[src/rtl/shader_pkg.sv]
// Shared types for the scanline sequencer: FSM states, Q11.5 vertex, coordinate format.
package shader_pkg;

  localparam int COORD_W   = 16;
  localparam int FRAC_BITS = 5;
  localparam int Y_MAX_DEF = 479;

  typedef enum logic [3:0] {
    IDLE,
    SORT0,
    SORT1,
    SORT2,
    SETUP,
    ISSUE,
    WAIT_DONE,
    WAIT_RELEASE,
    EMIT,
    FINISH
  } state_e;

  typedef struct packed {
    logic signed [COORD_W-1:0] x;
    logic signed [COORD_W-1:0] y;
  } vertex_t;

endpackage

[src/rtl/vertex_cswap.sv]
// Combinational compare-swap of two vertices by signed y; equal y keeps input order.
module vertex_cswap
  import shader_pkg::*;
(
  input  vertex_t a_i,
  input  vertex_t b_i,
  output vertex_t lo_o,
  output vertex_t hi_o
);

  logic swap;

  assign swap = $signed(b_i.y) < $signed(a_i.y);
  assign lo_o = swap ? b_i : a_i;
  assign hi_o = swap ? a_i : b_i;

endmodule

[src/rtl/scanline_sequencer.sv]
// Per-triangle scanline walker: sorts vertices, drives the span engine per scanline, forwards spans
// over valid/ready (data held while stalled). Build with SCANLINE_CLIP_EN to clamp scanlines to 0..Y_MAX.
module scanline_sequencer
  import shader_pkg::*;
#(
  parameter int Y_MAX = Y_MAX_DEF
) (
  input  logic               clk_i,
  input  logic               rst_ni,
  input  logic               tri_valid_i,
  output logic               tri_ready_o,
  input  logic [COORD_W-1:0] v0_x_i,
  input  logic [COORD_W-1:0] v0_y_i,
  input  logic [COORD_W-1:0] v1_x_i,
  input  logic [COORD_W-1:0] v1_y_i,
  input  logic [COORD_W-1:0] v2_x_i,
  input  logic [COORD_W-1:0] v2_y_i,
  output logic               eng_start_o,
  output logic [COORD_W-1:0] eng_y_o,
  output logic [COORD_W-1:0] eng_pax_o,
  output logic [COORD_W-1:0] eng_pay_o,
  output logic [COORD_W-1:0] eng_pbx_o,
  output logic [COORD_W-1:0] eng_pby_o,
  output logic [COORD_W-1:0] eng_pcx_o,
  output logic [COORD_W-1:0] eng_pcy_o,
  output logic [COORD_W-1:0] eng_pdx_o,
  output logic [COORD_W-1:0] eng_pdy_o,
  input  logic               eng_done_i,
  input  logic [COORD_W-1:0] eng_xl_i,
  input  logic [COORD_W-1:0] eng_xr_i,
  output logic               span_valid_o,
  input  logic               span_ready_i,
  output logic [COORD_W-1:0] span_y_o,
  output logic [COORD_W-1:0] span_xl_o,
  output logic [COORD_W-1:0] span_xr_o,
  output logic               tri_done_o,
  output logic               busy_o
);

`ifdef SCANLINE_CLIP_EN
  localparam bit CLIP = 1'b1;
`else
  localparam bit CLIP = 1'b0;
`endif

  localparam logic signed [COORD_W:0] ROUND_UP = (COORD_W+1)'((1 << FRAC_BITS) - 1);

  state_e state_q, state_d;

  vertex_t v0_q, v1_q, v2_q;
  vertex_t pc_q, pd_q;
  vertex_t cs_a, cs_b, cs_lo, cs_hi;

  logic signed [COORD_W-1:0] y_cur_q, y_end_q;
  logic signed [COORD_W-1:0] y_first, y_last;
  logic signed [COORD_W:0]   top_rnd;
  logic signed [COORD_W+FRAC_BITS-1:0] y_cur_fx, mid_y_ext;
  logic                      upper_half;

  logic               eng_start_q;
  logic [COORD_W-1:0] eng_y_q;
  logic [COORD_W-1:0] span_y_q, span_xl_q, span_xr_q;

  // One compare-swap unit serves all three sort passes.
  always_comb begin
    cs_a = v0_q;
    cs_b = v1_q;
    if (state_q == SORT1) begin
      cs_a = v1_q;
      cs_b = v2_q;
    end
  end

  vertex_cswap u_cswap (
    .a_i  (cs_a),
    .b_i  (cs_b),
    .lo_o (cs_lo),
    .hi_o (cs_hi)
  );

  assign top_rnd = $signed({v0_q.y[COORD_W-1], v0_q.y}) + ROUND_UP;

  always_comb begin
    y_first = COORD_W'(top_rnd >>> FRAC_BITS);
    y_last  = $signed(v2_q.y) >>> FRAC_BITS;
    if (CLIP && (y_first < 0)) y_first = '0;
    if (CLIP && (y_last > Y_MAX)) y_last = COORD_W'(Y_MAX);
  end

  // Upper half uses top->mid until the scanline reaches mid.y; flat tops skip it.
  assign y_cur_fx   = {y_cur_q, {FRAC_BITS{1'b0}}};
  assign mid_y_ext  = {{FRAC_BITS{v1_q.y[COORD_W-1]}}, v1_q.y};
  assign upper_half = y_cur_fx < mid_y_ext;

  always_ff @(posedge clk_i or negedge rst_ni) begin
    if (!rst_ni) state_q <= IDLE;
    else         state_q <= state_d;
  end

  always_comb begin
    state_d = state_q;
    case (state_q)
      IDLE:         if (tri_valid_i) state_d = SORT0;
      SORT0:        state_d = SORT1;
      SORT1:        state_d = SORT2;
      SORT2:        state_d = SETUP;
      SETUP:        state_d = (y_first > y_last) ? FINISH : ISSUE;
      ISSUE:        state_d = WAIT_DONE;
      WAIT_DONE:    if (eng_done_i) state_d = WAIT_RELEASE;
      WAIT_RELEASE: if (!eng_done_i) state_d = EMIT;
      EMIT:         if (span_ready_i) state_d = (y_cur_q == y_end_q) ? FINISH : ISSUE;
      FINISH:       state_d = IDLE;
      default:      state_d = IDLE;
    endcase
  end

  always_comb begin
    tri_ready_o  = (state_q == IDLE);
    busy_o       = (state_q != IDLE);
    span_valid_o = (state_q == EMIT);
    tri_done_o   = (state_q == FINISH);
  end

  always_ff @(posedge clk_i or negedge rst_ni) begin
    if (!rst_ni) begin
      v0_q        <= '0;
      v1_q        <= '0;
      v2_q        <= '0;
      pc_q        <= '0;
      pd_q        <= '0;
      y_cur_q     <= '0;
      y_end_q     <= '0;
      eng_start_q <= 1'b0;
      eng_y_q     <= '0;
      span_y_q    <= '0;
      span_xl_q   <= '0;
      span_xr_q   <= '0;
    end else begin
      case (state_q)
        IDLE: if (tri_valid_i) begin
          v0_q <= vertex_t'({v0_x_i, v0_y_i});
          v1_q <= vertex_t'({v1_x_i, v1_y_i});
          v2_q <= vertex_t'({v2_x_i, v2_y_i});
        end
        SORT0, SORT2: begin
          v0_q <= cs_lo;
          v1_q <= cs_hi;
        end
        SORT1: begin
          v1_q <= cs_lo;
          v2_q <= cs_hi;
        end
        SETUP: begin
          y_cur_q <= y_first;
          y_end_q <= y_last;
        end
        ISSUE: begin
          eng_start_q <= 1'b1;
          eng_y_q     <= y_cur_q;
          pc_q        <= upper_half ? v0_q : v1_q;
          pd_q        <= upper_half ? v1_q : v2_q;
        end
        WAIT_DONE: if (eng_done_i) begin
          eng_start_q <= 1'b0;
          span_y_q    <= y_cur_q;
          span_xl_q   <= eng_xl_i;
          span_xr_q   <= eng_xr_i;
        end
        EMIT: if (span_ready_i && (y_cur_q != y_end_q)) begin
          y_cur_q <= y_cur_q + COORD_W'(1);
        end
        default: ;
      endcase
    end
  end

  assign eng_start_o = eng_start_q;
  assign eng_y_o     = eng_y_q;
  assign eng_pax_o   = v0_q.x;
  assign eng_pay_o   = v0_q.y;
  assign eng_pbx_o   = v2_q.x;
  assign eng_pby_o   = v2_q.y;
  assign eng_pcx_o   = pc_q.x;
  assign eng_pcy_o   = pc_q.y;
  assign eng_pdx_o   = pd_q.x;
  assign eng_pdy_o   = pd_q.y;
  assign span_y_o    = span_y_q;
  assign span_xl_o   = span_xl_q;
  assign span_xr_o   = span_xr_q;

endmodule

[config.mk]
export PLATFORM = sky130hd
export DESIGN_NAME = scanline_sequencer
export DESIGN_NICKNAME = d
export VERILOG_FILES = /design/src/rtl/shader_pkg.sv /design/src/rtl/vertex_cswap.sv /design/src/rtl/scanline_sequencer.sv
export SDC_FILE = /design/constraint.sdc
export NUM_CORES = 1
export LEC_CHECK = 0
export CORE_AREA = 4 4 178 180
export DETAILED_ROUTE_END_ITERATION = 8
export DIE_AREA = 0 0 182 184
export PLACE_DENSITY = 0.78
export SLEW_MARGIN = 40
export SYNTH_ARGS = -nofsm -noshare
export SYNTH_HDL_FRONTEND = slang
export SYNTH_HIERARCHICAL = 1
export SYNTH_SLANG_ARGS = --single-unit
[constraint.sdc]
create_clock -name clk_i -period 4.86 [get_ports clk_i]
set_clock_uncertainty 0.1 [all_clocks]
set_input_delay 0.972 -clock clk_i [delete_from_list [all_inputs] [get_ports clk_i]]
set_output_delay 0.972 -clock clk_i [all_outputs]
set_load 0.02 [all_outputs]
==> results.cfg <==
[timing]
grt_setup_unrepaired = no
slew-limit-headroom_pct = 51.17
fmax_ghz = 0.2207
finalMaxSlewViolations = 0
setup_viol = 0
min_period_ns = 4.531
setup_tns_ns = 0
period_share_pct = 93.22
fin_hold_ws_ns = 0.2035
tightest_slew_ns = 0.7324
hold_viol = 0

[cts]
clockBufferDepth = 3
cts_sinks = 256
cts_tree = built
cts_buffers = 28
clk_latency_ns = 0.54
ctsRootBufferMaster = clkbuf_16
cts_setup_buffers = 0
hold_buffers = 0
cts_max_level = 1
clk_pin_slew_ns = 0.07
ctsResizeCount = 0

[setup_path]
cp_max_fo = 62
worstSetupPathType = flop to flop
critPathLaunchType = flop
critPathCaptureType = flop
r2r_slack_ns = 0.33
crit_arrival_ns = 4.81
critPathRequiredTime_ns = 5.14

[drt]
ant_nets = 0
routed_wl_um = 43220
vias = 12120
drtIter0Drc = 729
drc = 0
viasPerCell = 5.670
first_pass_iters = 5
routedWlPerCell_um = 20.21

[logic_synthesis]
synthXorXnorAreaFrac_pct = 1.296
synthDistinctLibCells = 59
synth-simple-area-share_pct = 9.896
synth_fa_ha_area_share_pct = 3.703
yosys_warnings = 6
netlist_area_um2 = 14870
synthMuxAreaShare_pct = 23.90
synth_compound_area_share_pct = 12.88
ys.flop_type = dfrtp_1
synth_edf_count = 0
syn-num-nets = 1616
synth.yosys.seq_area_share_pct = 43.09
synth_top_family_by_area = multiplexers
ys_seq_elements = 256
async_reset_ff_share_pct = 100.0
syn_inst = 1439
syn-mean-instance-area_um2 = 10.33

[cells_and_area]
seqCellArea_um2 = 6406
layout_commonest_cell = clkdlybuf4s50_1
fin_area_um2 = 19390
nets = 1900
fill_cells = 2429
antenna_cells = 0
syn_to_final_growth_pct = 30.41
drive_above_1_share_pct = 15.33
multiInputGateArea_um2 = 7736
layout.cells.most_common_list = 328 x clkdlybuf4s50_1, 256 x dfrtp_1, 153 x nand2_1

[placement]
dp_hpwl_um = 30670
gp_congestion = 0.8938
place_area_um2 = 18370
numPortBuffers = 329

[floorplan]
fp.dieH_um = 184
die-area_um2 = 33490
initial_core_util_pct = 49.25
die_w_um = 182
ios = 330
core_area_um2 = 30190
rows = 64

[global_routing]
gr-total-overflow = 0
grt_max_degree = 106
grt_pass1_vias = 12620
grt_first_pass_wirelength_um = 68270
grtUsageTotal_pct = 24.88
antenna_found_initial = 2

[hold_path]
min_path_type = input pin to asynchronous set/reset pin

[outcome]
run_status = complete, no violations

[flow_run]
maxCapViolations = 0
## critical path: stages (launching register included)
cell	delay, ns
dfrtp_1	0.51
nor4b_2	0.43
buf_12	0.29
buf_4	0.47
nand2_1	0.10
o21ai_0	0.17
ha_1	0.20
nand4_1	0.18
nor3_1	0.34
a41oi_2	0.19
nand4_1	0.16
o21a_4	0.15
buf_4	0.35
mux2_4	0.34
a22oi_1	0.20
a31oi_1	0.11
## cells in the mapped netlist (all sizes together) (3+ instances only)
library cell / number / area share, %
nand3: 5 / 0.17
nor2: 123 / 3.1
nand2: 154 / 3.9
and2: 4 / 0.17
a2bb2oi: 3 / 0.18
buf: 41 / 2.6
clkbuf: 58 / 1.5
nand2b: 7 / 0.29
a21oi: 96 / 3.2
o22a: 8 / 0.47
mux2: 180 / 15
and3: 6 / 0.25
a22oi: 33 / 1.7
o211ai: 4 / 0.24
mux2i: 130 / 8.8
nand4: 12 / 0.55
nor3: 11 / 0.37
a21o: 6 / 0.30
nor2b: 3 / 0.13
or3: 3 / 0.13
a31oi: 40 / 1.7
o21ai: 98 / 3.3
a211o: 3 / 0.18
dfrtp: 256 / 43
xor2: 7 / 0.41
o21a: 5 / 0.25
inv: 46 / 1.2
ha: 44 / 3.7
xnor2: 15 / 0.88
and4: 6 / 0.35
## final timing paths
kind	startpoint	end	cells past startpoint
setup / recovery	state_q[0]	v1_q[18]	15
hold reg to reg	span_y_o[7]	span_y_o[7]	1
min in group clk_i	span_y_o[7]	span_y_o[7]	1
setup reg to reg	state_q[0]	v1_q[18]	15
max in group asynchronous	rst_ni	eng_y_o[11]	3
hold / removal	rst_ni	y_cur_q[6]	1
## routing by layer
layer,up-vias,wire length (µm),track usage [%]
li1,5689,-,-
met5,-,25,0
met2,413,21360,43.13
met4,4,1184,7.085
met1,5933,17560,31.36
met3,84,3086,5.698
## final cells by class
| cell class | count | share of cell area, % |
|---|---|---|
| tap | 396 | 2.555 |
| clock inverter | 12 | 0.9744 |
| multi-input combinational | 1037 | 39.90 |
| clock buffer | 37 | 4.156 |
| sequential | 256 | 33.04 |
| inverter | 47 | 0.9099 |
| timing repair buffer | 353 | 18.47 |
## kinds of logic (layout without fill, tap and decap cells)
family                   count (synthesis)  in the layout
flip-flops                             256            256
buffers and inverters                  146            449
AND/OR/NAND/NOR                        344            344
XOR/XNOR                                22             22
adder cells (fa/ha/maj)                 44             44
AO/OA/AOI/OAI                          317            317
multiplexers                           310            310
## sequential cells by signal, summed over array words and instances, names as in the netlist
name	flops
eng_pax_o	16
eng_pay_o	16
eng_pbx_o	16
eng_pby_o	16
eng_pcx_o	16
eng_pcy_o	16
eng_pdx_o	16
eng_pdy_o	16
eng_start_o	1
eng_y_o	16
mid_y_ext	16
span_xl_o	16
span_xr_o	16
span_y_o	16
state_q	4
v1_q	16
y_cur_q	16
y_end_q	11
## metrics by stage
stage          std cells  utilization, %  setup slack (ns)
5_1_grt             2138           64.23           0.05099
6_report            2138           64.23            0.3294
3_3_place_gp        2086           60.66            0.5668
3_5_place_dp        2088           60.84            0.3446
4_1_cts             2137           64.14            0.3350
2_1_floorplan       1439               -            0.7934
Power is not shown: default switching activity piles up to over one toggle a cycle in this logic, so the estimate is an artifact.
